==> src/rtl/esp32_prog_sequencer_pkg.sv <==
// esp32_prog_pkg: state encoding, DTR/RTS decode constants and defaults
// for the ESP32 reset/bootstrap sequencer.
package esp32_prog_pkg;

  typedef enum logic [1:0] {
    RUN     = 2'd0,
    RESET   = 2'd1,
    BOOT    = 2'd2,
    RELEASE = 2'd3
  } state_t;

  localparam logic [1:0] P_RESET = 2'b10;
  localparam logic [1:0] P_BOOT  = 2'b01;

  localparam int C_FILTER_CYCLES_DEF = 16;
  localparam int C_RELEASE_BITS_DEF  = 17;

endpackage

==> src/rtl/esp32_prog_sequencer_if.sv <==
// esp32_prog_sequencer_if: FTDI/button inputs and ESP32 control outputs.
// master = passthru top level, slave = sequencer.
interface esp32_prog_sequencer_if;
  logic       ftdi_ndtr;
  logic       ftdi_nrts;
  logic       btn_n;
  logic       wifi_en;
  logic       wifi_gpio0;
  logic       strap_oe;
  logic       prog_active;
  logic [1:0] state_o;

  modport master (
    output ftdi_ndtr, ftdi_nrts, btn_n,
    input  wifi_en, wifi_gpio0, strap_oe,
    input  prog_active, state_o
  );

  modport slave (
    input  ftdi_ndtr, ftdi_nrts, btn_n,
    output wifi_en, wifi_gpio0, strap_oe,
    output prog_active, state_o
  );
endinterface

==> src/rtl/esp32_prog_sequencer_sync_filter.sv <==
// sync_filter: 2-flop synchroniser plus stability filter; p only takes
// a value that stayed unchanged for C_filter_cycles after sync.
module sync_filter
  import esp32_prog_pkg::*;
#(
  parameter int W               = 2,
  parameter int C_filter_cycles = C_FILTER_CYCLES_DEF
) (
  input  logic         clk_25mhz,
  input  logic         reset,
  input  logic [W-1:0] raw,
  output logic [W-1:0] p
);
  localparam logic [7:0] C_MAX = 8'(C_filter_cycles);

  logic [W-1:0] s1;
  logic [W-1:0] s2;
  logic [W-1:0] cand;
  logic [7:0]   cnt;

  always_ff @(posedge clk_25mhz or posedge reset) begin
    if (reset) begin
      s1   <= '1;
      s2   <= '1;
      cand <= '1;
      cnt  <= '0;
      p    <= '1;
    end else begin
      s1 <= raw;
      s2 <= s1;
      if (s2 != cand) begin
        cand <= s2;
        cnt  <= '0;
      end else if (cnt != C_MAX) begin
        cnt <= cnt + 8'd1;
        if (cnt == C_MAX - 8'd1)
          p <= cand;
      end
    end
  end
endmodule

==> src/rtl/esp32_prog_sequencer.sv <==
// esp32_prog_sequencer: filtered DTR/RTS -> timed ESP32 EN/IO0/strap drive.
// Define ESP32_PROG_BTN_EN to let btn_n force IO0 low.
module esp32_prog_sequencer
  import esp32_prog_pkg::*;
#(
  parameter int C_filter_cycles = C_FILTER_CYCLES_DEF,
  parameter int C_release_bits  = C_RELEASE_BITS_DEF
) (
  input logic                   clk_25mhz,
  input logic                   reset,
  esp32_prog_sequencer_if.slave bus
);
  localparam int RW = C_release_bits + 1;
  localparam logic [RW-1:0] ONE = RW'(1);

  logic [1:0]    p;
  logic          btn_ok;
  state_t        state;
  state_t        next;
  logic [RW-1:0] rel_cnt;
  logic          rel_done;
  logic          strap_q;
  logic          strap_d;
  logic          act_q;
  logic          en_q;
  logic          io0_q;

  sync_filter #(
    .W              (2),
    .C_filter_cycles(C_filter_cycles)
  ) u_filter (
    .clk_25mhz(clk_25mhz),
    .reset    (reset),
    .raw      ({bus.ftdi_ndtr, bus.ftdi_nrts}),
    .p        (p)
  );

`ifdef ESP32_PROG_BTN_EN
  logic [1:0] btn_sync;

  always_ff @(posedge clk_25mhz or posedge reset) begin
    if (reset) btn_sync <= 2'b11;
    else       btn_sync <= {btn_sync[0], bus.btn_n};
  end

  assign btn_ok = btn_sync[1];
`else
  logic btn_unused;

  assign btn_unused = bus.btn_n;
  assign btn_ok     = 1'b1;
`endif

  assign rel_done = rel_cnt[RW-1];

  always_comb begin
    next = state;
    unique case (state)
      RUN: begin
        if (p == P_RESET) next = RESET;
      end
      RESET: begin
        if (p == P_BOOT)       next = BOOT;
        else if (p != P_RESET) next = RUN;
      end
      BOOT: begin
        if (p == P_RESET)     next = RESET;
        else if (p != P_BOOT) next = RELEASE;
      end
      RELEASE: begin
        if (p == P_RESET) next = RESET;
        else if (rel_done) next = RUN;
      end
      default: next = RUN;
    endcase
    // an abort back to RESET keeps the straps driven
    strap_d = (next == BOOT) || (next == RELEASE)
           || (next == RESET && strap_q);
  end

  always_ff @(posedge clk_25mhz or posedge reset) begin
    if (reset) begin
      state   <= RUN;
      rel_cnt <= '0;
      strap_q <= 1'b0;
      act_q   <= 1'b0;
      en_q    <= 1'b1;
      io0_q   <= 1'b1;
    end else begin
      state   <= next;
      strap_q <= strap_d;
      act_q   <= (next == BOOT) || (next == RELEASE);
      if (next == RESET || next == BOOT)
        rel_cnt <= '0;
      else if (state == RELEASE && next == RELEASE && !rel_done)
        rel_cnt <= rel_cnt + ONE;
      en_q  <= (p != P_RESET);
      io0_q <= (p != P_BOOT) && btn_ok;
    end
  end

  assign bus.wifi_en     = en_q;
  assign bus.wifi_gpio0  = io0_q;
  assign bus.strap_oe    = strap_q;
  assign bus.prog_active = act_q;
  assign bus.state_o     = state;
endmodule
==> src/flat_wrapper.sv <==
// flat-port wrapper written by rule: the top's interface ports become plain ports
module esp32_prog_sequencer_flat import esp32_prog_pkg::*;
#(
  parameter int C_filter_cycles = C_FILTER_CYCLES_DEF,
  parameter int C_release_bits  = C_RELEASE_BITS_DEF
)
  (clk_25mhz, reset, bus_ftdi_ndtr, bus_ftdi_nrts, bus_btn_n, bus_wifi_en, bus_wifi_gpio0, bus_strap_oe, bus_prog_active, bus_state_o);
  esp32_prog_sequencer_if bus_i ();
  input logic clk_25mhz;
  input logic reset;
  input wire logic [$bits(bus_i.ftdi_ndtr)-1:0] bus_ftdi_ndtr;
  input wire logic [$bits(bus_i.ftdi_nrts)-1:0] bus_ftdi_nrts;
  input wire logic [$bits(bus_i.btn_n)-1:0] bus_btn_n;
  output wire logic [$bits(bus_i.wifi_en)-1:0] bus_wifi_en;
  output wire logic [$bits(bus_i.wifi_gpio0)-1:0] bus_wifi_gpio0;
  output wire logic [$bits(bus_i.strap_oe)-1:0] bus_strap_oe;
  output wire logic [$bits(bus_i.prog_active)-1:0] bus_prog_active;
  output wire logic [$bits(bus_i.state_o)-1:0] bus_state_o;
  assign bus_i.ftdi_ndtr = bus_ftdi_ndtr;
  assign bus_i.ftdi_nrts = bus_ftdi_nrts;
  assign bus_i.btn_n = bus_btn_n;
  assign bus_wifi_en = bus_i.wifi_en;
  assign bus_wifi_gpio0 = bus_i.wifi_gpio0;
  assign bus_strap_oe = bus_i.strap_oe;
  assign bus_prog_active = bus_i.prog_active;
  assign bus_state_o = bus_i.state_o;
  esp32_prog_sequencer #(.C_filter_cycles(C_filter_cycles), .C_release_bits(C_release_bits)) u_core (.clk_25mhz(clk_25mhz), .reset(reset), .bus(bus_i));
endmodule
==> config.mk <==
export PLATFORM = sky130hd
export DESIGN_NAME = esp32_prog_sequencer_flat
export DESIGN_NICKNAME = d
export VERILOG_FILES = /design/src/rtl/esp32_prog_sequencer_pkg.sv /design/src/rtl/esp32_prog_sequencer_if.sv /design/src/rtl/esp32_prog_sequencer_sync_filter.sv /design/src/rtl/esp32_prog_sequencer.sv /design/src/flat_wrapper.sv
export SDC_FILE = /design/constraint.sdc
export NUM_CORES = 1
export LEC_CHECK = 0
export CAP_MARGIN = 20
export CORE_MARGIN = 10
export CORE_UTILIZATION = 50
export DETAILED_ROUTE_END_ITERATION = 16
export PLACE_DENSITY_LB_ADDON = 0.15
export SETUP_SLACK_MARGIN = 0.4
export SLEW_MARGIN = 10
export SYNTH_ARGS = -nofsm -noshare
export SYNTH_HDL_FRONTEND = slang
export SYNTH_SLANG_ARGS = --single-unit
==> constraint.sdc <==
create_clock -name clk_25mhz -period 2.5 [get_ports clk_25mhz]
set_clock_uncertainty 0.15 [all_clocks]
set_input_delay 0.5 -clock clk_25mhz [delete_from_list [all_inputs] [get_ports clk_25mhz]]
set_output_delay 0.5 -clock clk_25mhz [all_outputs]
set_load 0.1 [all_outputs]
==> out/results.ini, run 1 <==
[placed_design]
port_buffers=9
dp_cells=226
placed_area_um2=1970
dp_hpwl_mm=2.44
gp_congestion=0.836

[yosys]
synth_nets=183
syn_area_um2=1830
ys_ff_latch=40
yosysUniqueCellTypes=35
syn-mean-instance-area_um2=10.5
ys_seq_area_share_pct=55.4
synth_warnings=0
ys_async_sr_fraction_pct=100
synth-main-ff-cell=dfrtp_1
synth_edf_count=0
synthCells=175

[global_routing]
grt_pass1_vias=1318
grt_pass1_wl_mm=5.83
gr-total-overflow=0
grt_antenna_before_repair=0
track_usage_pct=11.5
grt_max_degree=17

[power_and_ir_drop]
power.density_nw_per_um2=550
ir_worst_vdd_uv=421
p_leak_nw=0.896
p_int_mw=0.900
clock_power_share_pct=38.1
combPwrFrac_pct=3.5
sw_frac_of_total_pct=21.2
power_switching_mw=0.242
p_seq_share_pct=58.4

[sta]
hold_violations=0
fin_crit_sh_pct=79.9
whs_ps=208
setup_tns_ps=0
finalMaxSlewViolations=0
rsz0062_at_grt=no
max_clock_freq_mhz=501
final.min_clock_period_ps=2000
tightest_slew_ps=585
slew_headroom_pct=61.0
setup_viol=0

[detailed_routing]
drt-met1-wl_mm=1.67
met3_length_um=157
highest_layer=met4
initialDrtViolationCount=62
finalWirelength_mm=3.48
viasPerCell=5.60
final_antenna_net_count=0
wl_per_cell_um=14.9
vias=1310
route.met2.wl_mm=1.59
drc=0
drt-pass1-iter-count=4

[setup_path]
end_kind=flip-flop
reg2reg_from=u_core.u_filter.p[0]
crit_arrival_ps=2060
r2r_slack_ps=500
worstPathRequired_ps=2560
r2r_end=u_core.rel_cnt[15]
cp-start-kind=flip-flop
reg2reg_depth=4
path_max_fanout=7
critical_path_class=reg2reg

[clock_tree]
cts_tree=yes
clk_latency_ps=290
cts_hold_buffers=0
cts_buffer_depth=2
path_clk_slew_ps=70
cts_buffers=5
clockRootBuffer=clkbuf_8
ctsHtreeMaxLevel=2
cts_resized=2
cts_sinks=40
cts_setup_buffers=0

[floorplan]
die_y_um=80.5
die_w_um=80.5
num_rows=21
die_area_um2=6480
pin_count=11
core_um2=3440
start_util_pct=53.1

[job]
cap_violations=0

[final_layout]
drive_above_1_share_pct=18.1
area_growth_syn_to_layout_pct=13.6
layout.cells.non_filler=234
antenna_cells=0
fin_nets=195
stdcell_area_um2=2080

[min_path]
hold_class=reg2reg
min_path_cells=0
worstHoldStart=u_core.u_filter.s1[1]
hold_path_end=u_core.u_filter.s2[1]

[outcome]
status=finished clean

==> critical path, cell delays in order, from the launching register on <==
cell and delay (ps):
dfstp_2 560, nor2b_2 90, or3_4 450, or4_1 510, a21oi_1 150
==> logic make-up (layout without fill, tap and decap cells) <==
family          after synthesis  in the layout  share of synthesized area [%]
flops                        40             40                           55.4
compound gates               22             22                           7.32
buf+inv                      17             30                           3.83
simple gates                 72             72                           20.8
fa+ha+maj                     3              3                           2.05
mux                           6              6                           3.42
xor+xnor                     15             15                           7.18
==> per-layer routing <==
metal  global-route usage (%)  up-vias
li1                         -      631
met1                     14.0      650
met2                     17.1       24
met3                     4.57        5
met4                     5.99        0
met5                        0        -
==> cell usage after synthesis, types with 5 or more instances <==
| library cell | n | area share [%] |
|---|---|---|
| xnor2_1 | 6 | 2.9 |
| dfstp_2 | 10 | 14 |
| nor4_1 | 6 | 2.1 |
| dfrtp_1 | 30 | 41 |
| nor2_1 | 14 | 2.9 |
| nand2_1 | 16 | 3.3 |
| or4_1 | 5 | 2.1 |
| inv_1 | 10 | 2.1 |
| xor2_1 | 9 | 4.3 |
| nand3_1 | 10 | 2.7 |
| nand4_1 | 5 | 1.7 |
| a21oi_1 | 9 | 2.5 |
==> flip-flops by register name (all words and copies together), names as in the netlist <==
register	cells
u_core.u_filter.cnt	8
u_core.rel_cnt	18
u_core.u_filter.cand	2
u_core.u_filter.p	2
u_core.bus.strap_oe	1
u_core.bus.state_o	2
u_core.bus.wifi_en	1
u_core.bus.wifi_gpio0	1
u_core.bus.prog_active	1
u_core.u_filter.s2	2
u_core.u_filter.s1	2
==> cells in the final DEF (no fill, tap or decap), types with 2 or more instances in the layout <==
master and count:
mux2i_1 4, mux2_2 2, nor2b_1 3, nand4_1 5, o21ai_0 4, inv_1 10
nand2_1 16, dfrtp_1 28, clkbuf_8 6, or4_1 5, ha_1 3, nor4_1 5
o21a_1 2, a21oi_1 9, buf_4 7, clkbuf_1 2, or3_1 3, o31ai_1 4
and4_1 2, xnor2_1 6, clkdlybuf4s50_1 3, nand3_1 9, dfstp_2 10, dfrtp_4 2
nor2_1 14, xor2_1 9
==> layout make-up <==
type | count | area [um^2]
Clock buffer | 8 | 90.1
Fill cell | 299 | 1360
Inverter | 11 | 42.5
Multi-Input combinational cell | 118 | 764
Sequential cell | 40 | 1020
Tap cell | 46 | 57.6
Timing Repair Buffer | 11 | 103
==> power groups by stage <==
stage,combinational [mW],sequential [mW],clock (mW)
after floorplan,0.0245,0.676,0
after global placement,0.0382,0.677,0
after detailed placement,0.0409,0.679,0
after CTS,0.0408,0.667,0.454
after global routing,0.0448,0.668,0.477
final,0.0395,0.667,0.436
==> worst max path at each step <==
stage                     startpoint                 end  cells past startpoint
2_1_floorplan  u_core.bus.state_o[1]  u_core.rel_cnt[13]                      6
3_3_place_gp    u_core.u_filter.p[1]  u_core.rel_cnt[16]                      5
3_5_place_dp    u_core.u_filter.p[1]  u_core.rel_cnt[16]                      5
4_1_cts         u_core.u_filter.p[1]  u_core.rel_cnt[16]                      5
5_1_grt           u_core.rel_cnt[17]  u_core.rel_cnt[15]                      4
6_report        u_core.u_filter.p[0]  u_core.rel_cnt[15]                      4
==> metrics by stage <==
stage	setup slack (ps)	utilization [%]	power, mW
after floorplan	288	-	0.701
after global placement	370	57.2	0.715
after detailed placement	348	57.2	0.720
after CTS	432	60.0	1.16
after global routing	408	60.4	1.19
final	503	60.4	1.14
No activity file was read; power rests on OpenSTA's default activity.
==> run 2, diff against run 1 <==
==> constraint.sdc (replaced) <==
create_clock -name clk_25mhz -period 1.7 [get_ports clk_25mhz]
set_clock_uncertainty 0.15 [all_clocks]
set_input_delay 0.34 -clock clk_25mhz [delete_from_list [all_inputs] [get_ports clk_25mhz]]
set_output_delay 0.34 -clock clk_25mhz [all_outputs]
set_load 0.1 [all_outputs]
==> run 2 against run 1 <==
Net effect: the flow now finishes with violations (negative setup slack); final area is 48% higher; power is 53% higher; first-iteration DRC count grew to 4.2 times the previous value; via count is 37% higher; clock power is 50% higher; wire length is 88% higher; critical path type unchanged; largest cell class is now multi-input combinational cells.
==> out/results.ini, run 2 (synthesized netlist as in run 1, its figures left out) <==
[outcome]
status=finished, violations left
violations=negative setup slack

[detailed_routing]
viasPerCell=6.05
initialDrtViolationCount=259
drc=0
vias=1797
final_antenna_net_count=0
finalWirelength_mm=6.54
drt-pass1-iter-count=4
wl_per_cell_um=22.0

[sta]
hold_violations=0
max_clock_freq_mhz=528
setup_tns_ps=-2270
final.min_clock_period_ps=1890
worst_slack_ps=-195
fin_crit_sh_pct=111
whs_ps=207
slew_headroom_pct=72.7
rsz0062_at_grt=yes
finalMaxSlewViolations=0
tightest_slew_ps=409
setup_viol=24

[clock_tree]
cts_buffer_depth=2
ctsHtreeMaxLevel=2
clockRootBuffer=clkbuf_8
path_clk_slew_ps=80
clk_latency_ps=300
cts_sinks=40
cts_tree=yes
cts_buffers=5
cts_hold_buffers=0

[global_routing]
grt_antenna_before_repair=0
grt_pass1_wl_mm=8.64
track_usage_pct=17.6
gr-total-overflow=0
grt_pass1_vias=1769
grt_max_degree=18

[floorplan]
num_rows=21
die_w_um=80.5
pin_count=11
die_y_um=80.5
die_area_um2=6480
core_um2=3440
start_util_pct=53.1

[final_layout]
multi_input_area_um2=1080
drive_above_1_share_pct=57.8
final_common_cell=buf_4
final_cell_mix=buf_4 (39), dfrtp_1 (26), buf_6 (22), nand2_1 (13), nor2_1 (11)
seqCellArea_um2=1030
fillers=132
largestRegisters=u_core.rel_cnt x18, u_core.u_filter.cnt x8
largest-register=u_core.rel_cnt
antenna_cells=0
largest_reg_flops=18
fin_nets=258
area_growth_syn_to_layout_pct=67.8

[setup_path]
max_stage_delay_ps=560
r2r_end=u_core.rel_cnt[17]
r2r_slack_ps=-190
end_kind=flip-flop
cp-start-kind=flip-flop
crit_arrival_ps=1980
reg2reg_depth=5
crit_chain=nor2b_2, or3_4, buf_4, nor4_4, o21a_1
worstPathRequired_ps=1780
crit_family=simple AND/OR/NAND/NOR gates
worst-path-buf-inv=1
crit_slowest_cell=dfstp_2
critical_path_class=reg2reg
reg2reg_from=u_core.u_filter.p[0]
path_max_fanout=5

[min_path]
hold_class=in2async

[placed_design]
port_buffers=9
gp_congestion=0.823
dp_hpwl_mm=3.18

[job]
cap_violations=0

[power_and_ir_drop]
ir_worst_vdd_uv=609
power.density_nw_per_um2=571
p_leak_nw=1.35

[run 2: timing repair]
action                                  CTS  global route
resized for setup                        51            29
pin swaps                                26            14
endpoints found under the hold margin     0             0
buffers inserted                         14            11
endpoints found under the setup margin   36            39
[run 2: worst max path at each step]
| stage | slack [ps] | cells past startpoint | end | start |
|---|---|---|---|---|
| 5_1_grt | -280 | 6 | u_core.rel_cnt[16] | u_core.rel_cnt[17] |
| 4_1_cts | -120 | 4 | u_core.rel_cnt[13] | u_core.rel_cnt[17] |
| 2_1_floorplan | -510 | 6 | u_core.rel_cnt[15] | u_core.bus.state_o[1] |
| 3_5_place_dp | -270 | 4 | u_core.rel_cnt[13] | u_core.u_filter.p[0] |
| 3_3_place_gp | -220 | 4 | u_core.rel_cnt[15] | u_core.u_filter.p[0] |
| 6_report | -190 | 5 | u_core.rel_cnt[17] | u_core.u_filter.p[0] |
[run 2: report_power, final]
group          internal, mW  switching (mW)  leakage (nW)
registers             0.969          0.0111         0.515
clock network         0.331           0.321        0.0455
logic                0.0618          0.0583         0.791
[run 2: cell type report]
type | count | area share [%]
Multi-Input combinational cell | 118 | 35.3
Sequential cell | 40 | 33.6
Timing Repair Buffer | 74 | 24.8
Clock buffer | 8 | 2.94
Tap cell | 46 | 1.88
Inverter | 11 | 1.51
[run 2: metrics by stage]
| stage | total power, mW | instance area (um^2) | utilization, % | instances | worst slack [ps] |
|---|---|---|---|---|---|
| final | 1.75 | 3070 | 89.2 | 297 | -195 |
| after floorplan | 1.04 | 1940 | - | 175 | -511 |
| after global routing | 1.80 | 3070 | 89.2 | 297 | -280 |
| after global placement | 1.07 | 2430 | 70.7 | 264 | -218 |
| after CTS | 1.74 | 2850 | 82.9 | 286 | -122 |
| after detailed placement | 1.08 | 2430 | 70.7 | 264 | -273 |
[run 2: metal layers]
metal | track usage [%] | up-vias | share of wire, %
li1 | - | 765 | -
met1 | 18.2 | 905 | 37
met2 | 31.8 | 94 | 52
met3 | 4.79 | 33 | 6.1
met4 | 8.45 | 0 | 5.2
met5 | 0 | - | 0
==> run 3, diff against run 2 <==
--- a/config.mk
+++ b/config.mk
@@ -5,7 +5,6 @@
 export SDC_FILE = /design/constraint.sdc
 export NUM_CORES = 1
 export LEC_CHECK = 0
-export CAP_MARGIN = 20
 export CORE_MARGIN = 10
 export CORE_UTILIZATION = 50
 export DETAILED_ROUTE_END_ITERATION = 16
==> results of run 3 <==
Final layout, timing and power as in run 2 (identical DEF).
